### config.mk
export PLATFORM = sky130hd
export DESIGN_NAME = mult_div
export DESIGN_NICKNAME = d
export VERILOG_FILES = /design/src/rtl/mult_div.sv
export SDC_FILE = /design/constraint.sdc
export NUM_CORES = 1
export LEC_CHECK = 0
export BUFFER_PORTS_ARGS = -buffer_cell sky130_fd_sc_hd__buf_2
export CORE_MARGIN = 2
export CORE_UTILIZATION = 54
export DETAILED_ROUTE_END_ITERATION = 8
export PLACE_DENSITY = 0.74
export SLEW_MARGIN = 20
export SYNTH_ARGS = -nofsm -noshare
export SYNTH_HDL_FRONTEND = slang
export SYNTH_SLANG_ARGS = --single-unit
### constraint.sdc
create_clock -name clock -period 8.3 [get_ports clock]
set_input_delay 0.415 -clock clock [delete_from_list [all_inputs] [get_ports clock]]
set_output_delay 0.415 -clock clock [all_outputs]
set_load 0.1 [all_outputs]
### src/rtl/mult_div.sv
// Multicycle signed multiply/divide unit: radix-2 Booth multiply and restoring
// divide on operand magnitudes, answering each accepted start with a done pulse.
module mult_div #(
    parameter int WIDTH = 32
) (
    input  logic             clock,
    input  logic             reset,
    input  logic             start,
    input  logic             op,
    input  logic [WIDTH-1:0] a,
    input  logic [WIDTH-1:0] b,
    output logic             busy,
    output logic             done,
    output logic             div_zero,
    output logic [WIDTH-1:0] hi,
    output logic [WIDTH-1:0] lo
);

    localparam int CW = $clog2(WIDTH);

    typedef enum logic [1:0] {
        IDLE,
        MULT,
        DIV,
        FINISH
    } state_t;

    state_t           r_state;
    state_t           w_next;
    logic [CW-1:0]    r_cnt;
    logic             r_op;
    logic             r_negQuo;
    logic             r_negRem;
    logic             r_qm1;
    logic [WIDTH:0]   r_hiAcc;
    logic [WIDTH-1:0] r_loAcc;
    logic [WIDTH-1:0] r_operand;

    logic             w_lastStep;
    logic             w_bZero;
    logic [WIDTH-1:0] w_absA;
    logic [WIDTH-1:0] w_absB;
    logic [WIDTH:0]   w_mcandExt;
    logic [WIDTH:0]   w_boothSum;
    logic [WIDTH:0]   w_shifted;
    logic             w_fits;
    logic [WIDTH-1:0] w_diff;

    assign w_lastStep = (r_cnt == CW'(WIDTH - 1));
    assign w_bZero    = (b == '0);
    assign w_absA     = a[WIDTH-1] ? -a : a;
    assign w_absB     = b[WIDTH-1] ? -b : b;
    assign busy       = (r_state != IDLE);

    always_ff @(posedge clock) begin
        if (reset) begin
            r_state <= IDLE;
        end else begin
            r_state <= w_next;
        end
    end

    always_comb begin
        w_next = r_state;
        case (r_state)
            IDLE: begin
                if (start && !op) begin
                    w_next = MULT;
                end else if (start && op && !w_bZero) begin
                    w_next = DIV;
                end
            end
            MULT:    if (w_lastStep) w_next = FINISH;
            DIV:     if (w_lastStep) w_next = FINISH;
            FINISH:  w_next = IDLE;
            default: w_next = IDLE;
        endcase
    end

    // One extra accumulator bit keeps A +/- M exact when M is the most negative value.
    always_comb begin
        w_mcandExt = {r_operand[WIDTH-1], r_operand};
        case ({r_loAcc[0], r_qm1})
            2'b01:   w_boothSum = r_hiAcc + w_mcandExt;
            2'b10:   w_boothSum = r_hiAcc - w_mcandExt;
            default: w_boothSum = r_hiAcc;
        endcase
    end

    assign w_shifted = {r_hiAcc[WIDTH-1:0], r_loAcc[WIDTH-1]};
    assign w_fits    = (w_shifted >= {1'b0, r_operand});
    assign w_diff    = w_shifted[WIDTH-1:0] - r_operand;

    always_ff @(posedge clock) begin
        if (reset) begin
            r_cnt     <= '0;
            r_op      <= 1'b0;
            r_negQuo  <= 1'b0;
            r_negRem  <= 1'b0;
            r_qm1     <= 1'b0;
            r_hiAcc   <= '0;
            r_loAcc   <= '0;
            r_operand <= '0;
            hi        <= '0;
            lo        <= '0;
            done      <= 1'b0;
            div_zero  <= 1'b0;
        end else begin
            done <= 1'b0;
            case (r_state)
                IDLE: begin
                    if (start) begin
                        div_zero  <= op && w_bZero;
                        done      <= op && w_bZero;
                        r_cnt     <= '0;
                        r_op      <= op;
                        r_qm1     <= 1'b0;
                        r_hiAcc   <= '0;
                        r_negQuo  <= a[WIDTH-1] ^ b[WIDTH-1];
                        r_negRem  <= a[WIDTH-1];
                        r_loAcc   <= op ? w_absA : b;
                        r_operand <= op ? w_absB : a;
                    end
                end
                MULT: begin
                    r_hiAcc <= {w_boothSum[WIDTH], w_boothSum[WIDTH:1]};
                    r_loAcc <= {w_boothSum[0], r_loAcc[WIDTH-1:1]};
                    r_qm1   <= r_loAcc[0];
                    r_cnt   <= w_lastStep ? '0 : r_cnt + 1'b1;
                end
                DIV: begin
                    r_hiAcc <= {1'b0, (w_fits ? w_diff : w_shifted[WIDTH-1:0])};
                    r_loAcc <= {r_loAcc[WIDTH-2:0], w_fits};
                    r_cnt   <= w_lastStep ? '0 : r_cnt + 1'b1;
                end
                FINISH: begin
                    done <= 1'b1;
                    if (r_op) begin
                        lo <= r_negQuo ? -r_loAcc : r_loAcc;
                        hi <= r_negRem ? -r_hiAcc[WIDTH-1:0] : r_hiAcc[WIDTH-1:0];
                    end else begin
                        hi <= r_hiAcc[WIDTH-1:0];
                        lo <= r_loAcc;
                    end
                end
                default: ;
            endcase
        end
    end

endmodule
==> summary.md, run 1 <==
| Metric | Value |
|---|---|
| Final GP Congestion | 0.973 |
| Final routed DRC violation total | 0 |
| Post-synthesis sequential area ratio | 24.5% |
| Post-Synth Adder-Cell Area | between 7 and 8% |
| Iter 0 DRT Violations | 1594 |
| Placed cell area | 0.0150 mm2 |
| Layout cell share with drive strength beyond 1 | 11.0% |
| Post-synth ARST share | 0% |
| Core footprint | 0.0259 mm2 |
| Critical Path RT | 8.61 ns |
| Synth Flop Type | dfxtp_1 |
| Mux contribution to synthesized area | under 10% |
| Maximum Capacitance Violations | 0 |
| Leading cell type in the layout, fill and taps excluded | nor2_1 |
| Global-route wire length before repair | 72200 um |
| RSZ-0062 raised after global routing | false |
| Synthesized net count | roughly 2000 |
| Crit start category | register |
| Cell variety after synth | 81 |
| Critical path class | register to register |
| Post-synthesis xor/xnor area fraction | approximately an eighth |
| Status | complete, no violations |
| All-Layer GR Usage | 32.1% |
| Final ANT Viol Nets | 0 |
| Storage cell area | 0.00348 mm2 |
| Synth Area per Inst | 7.44 um2 |
| Post_cts resized | 0 |
| Clock Skew | about 0.023 ns |
| Die Wd | 166 um |
| Final hold vios | 0 |
| Commonest cells after routing, fill and taps aside | 226 x nor2_1, 190 x a21oi_1, 174 x dfxtp_1 |
| Largest family of logic cells by synthesized area | compound AO/OA/AOI/OAI gates |
| Synth Instances | 1908 |
| Clk_lat worst skew | 0.44 ns |
| Drt wl/cell | between 20 and 25 um |
| Die area | 0.0276 mm2 |
| Fin. max-slew vios | 0 |
| Number of I/O pins | 135 |
| Area of the multi-input gates | 0.0100 mm2 |
| Buffers on Ports | between 100 and 150 |
| Row count | 59 |
| Synth Warn # | 0 |
| Nets | 2101 |
| Via density per instance | 6.44 |
| Crit share post-route | between 50% and 60% |
| Root Buffer | clkbuf_16 |
| Cts bufs inserted | 17 |
| Post-synthesis simple-gate area fraction | 19.3% |
| HPWL reported at the end of detailed placement | 34900 um |
| CTS Buffer Depth | 2 |
| Max Clk Rate | 203 MHz |
| Worst-path clk slew | roughly 0.080 ns |
| Synth Area in Compound Gates | 30.5% |
| Initial Util | 54.8% |
| Vias in the first global route | 12900 |
| Clock power frac | 21.0% |
| Comb pwr share | 52.2% |
| Setup total negative slack | 0 ns |
| # H-tree levels | 4 |
| CTS Hold Bufs | 0 |
| VDD IR-drop max | 0.000245 V |
| LEAKAGE | around 6 nW |
| Number of fill cells | 2421 |
| Post-CTS setup buffer count | 0 |
| Initial antenna violation count | 1 |
| Antenna diode count | 0 |
| Tmin final | approximately 5 ns |
| Number of synthesized flops with an enable pin | 0 |
| Arrival @ worst endpoint | approximately 5.2 ns |
| P_sw | 2.00 mW |
| CTS tree | built |
| Post-route cell area | around 0.016 mm2 |
| DRT Pass-1 Iters | 8 |
| CP max FO | 5 |
| Overflow after GRT | 0 |
| Least-Margin Pin Slew | 1.12 ns |
| Synthesized area | 0.0142 mm2 |
| Layout area overhead | 10.3% |
| Final number of setup-violating endpoints | 0 |
| Die H | about 170 um |
| Sw frac | roughly half |
| P_int | 2.11 mW |
| Sink Count | 174 |
| Reg power frac | 26.8% |
| Max_slew headroom | 25.3% |
| Class of the worst hold path | input pin to register |
| Largest net degree at the start of global routing | 127 |
| DR vias | 14800 |
| Seq cells post-synth | 174 |
| PD cells | ~260 mW/mm2 |
| Drt total wl | about 46000 um |
| Critical Path End Type | register |
-- through the flow --
stage	hold WS (ns)	setup WS, ns	power [mW]	util (%)	cells
2_1_floorplan	0.431	4.06	2.68	-	1908
3_3_place_gp	0.447	3.59	3.18	57.8	2269
3_5_place_dp	0.453	3.45	3.19	57.8	2269
4_1_cts	0.368	3.39	4.06	60.3	2301
5_1_grt	0.395	2.95	4.35	60.4	2302
6_report	0.372	3.38	4.11	60.4	2302
-- cells in the mapped netlist, drive strengths merged, types with 4 or more instances --
cell type,number,share of area [%]
nand2,156,4.1
xnor2,95,5.9
nand3,32,1.2
a222oi,27,1.9
o211ai,38,2.0
a31oi,21,0.93
o21ai,117,4.1
a41oi,5,0.31
clkbuf,113,3.0
nand4,12,0.53
a211oi,91,4.8
o31ai,26,1.4
and3,14,0.63
a221oi,9,0.60
a311oi,14,0.86
a21boi,4,0.21
nor2b,13,0.57
or4,10,0.53
o21a,7,0.37
a211o,7,0.44
inv,70,1.9
a21oi,191,6.7
o41ai,15,0.93
a32oi,5,0.31
nor4,23,1.1
nor2,228,6.0
buf,15,0.52
nor3b,4,0.21
o21bai,10,0.56
a22o,4,0.25
nand2b,21,0.93
xor2,98,6.0
a21o,26,1.4
or3,22,0.97
ha,77,6.8
nor3,36,1.3
and2,8,0.35
dfxtp,174,25
a22oi,13,0.69
mux2i,15,1.1
-- kinds of logic after synthesis --
logic type | count (synthesis)
XOR/XNOR | 193
buffers and inverters | 198
flip-flops | 174
multiplexers | 18
adder cells (fa/ha/maj) | 79
AO/OA/AOI/OAI | 654
AND/OR/NAND/NOR | 592
-- final cells by class --
cell class / count / share of cell area, %
repair buffers: 155 / 5.47
clock inverters: 15 / 1.37
flip-flops and latches: 174 / 22.2
well taps: 335 / 2.68
inverters: 70 / 1.68
multi-input cells: 1536 / 63.8
clock buffers: 17 / 2.72
-- power groups by stage --
stage	clock, mW	combinational [mW]	sequential [mW]
final	0.864	2.14	1.10
after global routing	0.909	2.33	1.12
after CTS	0.872	2.09	1.10
after detailed placement	0	2.08	1.11
after global placement	0	2.07	1.11
after floorplan	0	1.43	1.25
-- sequential cells by signal, summed over array words and instances, names as in the netlist --
register,count
r_op,1
r_qm1,1
r_negQuo,1
lo,32
r_state,2
hi,32
r_cnt,5
r_operand,32
done,1
div_zero,1
r_negRem,1
r_hiAcc,33
r_loAcc,32
-- worst paths after layout --
kind                                                 end                       from  slack [ns]  depth (start not counted)
worst min register to register  r_hiAcc[32]$_SDFFE_PP0P_   r_hiAcc[32]$_SDFFE_PP0P_        0.46                          2
worst max-delay path            r_hiAcc[31]$_SDFFE_PP0P_  r_operand[2]$_SDFFE_PP0P_        3.38                         18
worst min-delay path            r_loAcc[15]$_SDFFE_PP0P_                      b[15]        0.37                          3
worst max register to register  r_hiAcc[31]$_SDFFE_PP0P_  r_operand[2]$_SDFFE_PP0P_        3.38                         18
-- worst max-delay path, stage by stage (launching register included) --
cell	delay (ns)
dfxtp_1	0.34
or4_1	0.60
nor4_2	0.33
and3_2	0.31
nand2_1	0.08
or3_1	0.40
nor3_1	0.29
nor2_1	0.10
xnor2_1	0.16
ha_1	0.38
nand2_1	0.13
nor2_1	0.15
nand3_1	0.11
nor4_1	0.33
nor2_1	0.14
a221oi_1	0.32
mux2_2	0.38
mux2i_1	0.18
o21ai_1	0.08
-- per-layer routing --
metal / share of wire [%] / GRT usage, % / vias up
met5: 0.028 / 0 / -
li1: - / - / 7111
met1: 45 / 46.5 / 6970
met2: 45 / 49.9 / 651
met3: 8.1 / 4.79 / 96
met4: 2.4 / 8.73 / 2
Power figures use the tool's default switching activity.
==> inputs of run 2 (changes only) <==
--- a/config.mk
+++ b/config.mk
@@ -9,7 +9,7 @@
 export CORE_MARGIN = 2
 export CORE_UTILIZATION = 54
 export DETAILED_ROUTE_END_ITERATION = 8
-export PLACE_DENSITY = 0.74
+export PLACE_DENSITY = 0.77
 export SLEW_MARGIN = 20
 export SYNTH_ARGS = -nofsm -noshare
 export SYNTH_HDL_FRONTEND = slang
==> constraint.sdc (replaced) <==
create_clock -name clock -period 4.43 [get_ports clock]
set_input_delay 0.2215 -clock clock [delete_from_list [all_inputs] [get_ports clock]]
set_output_delay 0.2215 -clock clock [all_outputs]
set_load 0.1 [all_outputs]
==> summary.md, run 2 (same netlist as run 1, synthesis figures left out) <==
| Metric | Value |
|---|---|
| Sw frac | 48.9% |
| Final GP Congestion | 1.03 |
| CTS Hold Bufs | 0 |
| Via density per instance | 6.31 |
| PD cells | 485 mW/mm2 |
| Leading cell type in the layout, fill and taps excluded | nor2_1 |
| Root Buffer | clkbuf_16 |
| Class of the worst hold path | input pin to register |
| LEAKAGE | 6.41 nW |
| Status | complete, no violations |
| Max FFs per register | 33 |
| Critical Path End Type | register |
| Drt wl/cell | 19.7 um |
| Initial antenna violation count | 3 |
| Worst-path clk slew | 0.08 ns |
| Slowest cell on crit path | or4_4 |
| Critical Path, Cell by Cell | or4_4, nor4_4, and3_4, nand2_1, or3_4, nor2b_1, xnor2_1, ha_1, nand2_1, nor2_2, nand3_2, nor4_4, nor2_2, a221oi_2, mux2_2, mux2i_1, o21ai_1 |
| Final ANT Viol Nets | 0 |
| Tmin final | 4.27 ns |
| Crit share post-route | a little over nine tenths |
| Critical Path RT | 4.74 ns |
| Final routed DRC violation total | 0 |
| CTS tree | built |
| Non-filler cells, final | 2351 |
| Arrival @ worst endpoint | 4.57 ns |
| Reg2reg setup slack | ~0.16 ns |
| Die area | about 0.028 mm2 |
| Largest net degree at the start of global routing | 96 |
| Global-route wire length before repair | 71800 um |
| # H-tree levels | 4 |
| Post-route cell area | 0.0161 mm2 |
| Storage cell area | 0.00348 mm2 |
| Layout area overhead | 13.2% |
| All-Layer GR Usage | a little under a third |
| Max Clk Rate | roughly 230 MHz |
| Die H | 166 um |
| Layout cell share with drive strength beyond 1 | 13.5% |
| Area of the multi-input gates | 0.0101 mm2 |
| CP max FO | 3 |
| Number of I/O pins | about 140 |
| Comb pwr share | 53.2% |
| DR vias | 14800 |
| RSZ-0062 raised after global routing | true |
| Final worst slack | between 0.15 and 0.2 ns |
| Clk_lat worst skew | between 0.4 and 0.5 ns |
| Initial Util | between 50 and 60% |
| Cell total after placement | 2316 |
| P_int | between 3 and 4 mW |
| Max_slew headroom | 37.5% |
| Overflow after GRT | 0 |
| Commonest cells after routing, fill and taps aside | 225 x nor2_1, 189 x a21oi_1, 174 x dfxtp_1 |
| Critical path class | register to register |
| Crit start category | register |
| Number of fill cells | 2354 |
| Drt total wl | 46300 um |
| CTS Buffer Depth | 2 |
| Post_cts resized | 0 |
| Least-Margin Pin Slew | 0.938 ns |
| Design Power | 7.80 mW |
| Buffers on Ports | 134 |
| Clock power frac | 20.5% |
| Post-CTS setup buffer count | 0 |
| Critical Path Max Stage Delay | 0.56 ns |
| Die Wd | 166 um |
| Placed cell area | 0.0154 mm2 |
| Cts bufs inserted | 17 |
| Place WS | 0.0655 ns |
| Core footprint | between 0.02 and 0.03 mm2 |
| Iter 0 DRT Violations | about 1700 |
| HPWL reported at the end of detailed placement | 35000 um |
| Sink Count | 174 |
| VDD IR-drop max | 0.000379 V |
| Fin. max-slew vios | 0 |
| Maximum Capacitance Violations | 0 |
| Vias in the first global route | 13300 |
| Clock Skew | 0.0186 ns |
| Final hold vios | 0 |
| P_sw | 3.81 mW |
| Reg power frac | 26.2% |
| Row count | 59 |
| Final number of setup-violating endpoints | 0 |
| Biggest register | r_hiAcc |
| DRT Pass-1 Iters | 9 |
| Nets | 2147 |
==> run 2: worst paths after layout <==
check	start	endpoint	depth (start not counted)
max	r_operand[2]$_SDFFE_PP0P_	r_hiAcc[31]$_SDFFE_PP0P_	17
min	b[3]	r_loAcc[3]$_SDFFE_PP0P_	3
max reg2reg	r_operand[2]$_SDFFE_PP0P_	r_hiAcc[31]$_SDFFE_PP0P_	17
min reg2reg	r_hiAcc[32]$_SDFFE_PP0P_	r_hiAcc[32]$_SDFFE_PP0P_	2
==> run 2: final cells by class <==
cell class | count | area share [%]
multi-input cells | 1536 | 62.7
flip-flops and latches | 174 | 21.7
repair buffers | 201 | 7.41
clock buffers | 17 | 2.65
well taps | 335 | 2.61
inverters | 70 | 1.64
clock inverters | 15 | 1.29
diodes | 3 | 0.0467
==> run 2: through the flow <==
stage / util, % / hold WS [ns] / TNS (ns)
CTS: 61.7 / 0.152 / 0
global route: 62.0 / 0.189 / -0.202
detailed placement: 59.2 / 0.460 / 0
finish: 62.0 / 0.167 / 0
global placement: 59.2 / 0.443 / 0
floorplan: - / 0.423 / 0
==> run 2: layer usage <==
metal,vias to the layer above,GRT usage [%],share of wire (%)
li1,7174,-,-
met1,6928,45.2,44
met2,670,50.8,46
met3,67,4.17,8.0
met4,0,9.64,2.4
met5,-,0,0
==> run 2: worst max-delay path, delay by kind of cell (launching register included) <==
| kind | cells | cell delay (ns) |
|---|---|---|
| compound gates | 2 | 0.36 |
| xor+xnor | 1 | 0.14 |
| fa+ha+maj | 1 | 0.31 |
| flops | 1 | 0.32 |
| mux | 2 | 0.55 |
| simple gates | 11 | 2.46 |
==> run 2: power groups by stage <==
stage	Combinational, mW	Sequential (mW)	Clock (mW)
after floorplan	2.69	2.34	0
after global placement	3.97	2.06	0
after detailed placement	4.02	2.06	0
after CTS	4.04	2.03	1.61
after global routing	4.49	2.07	1.67
final	4.15	2.05	1.60
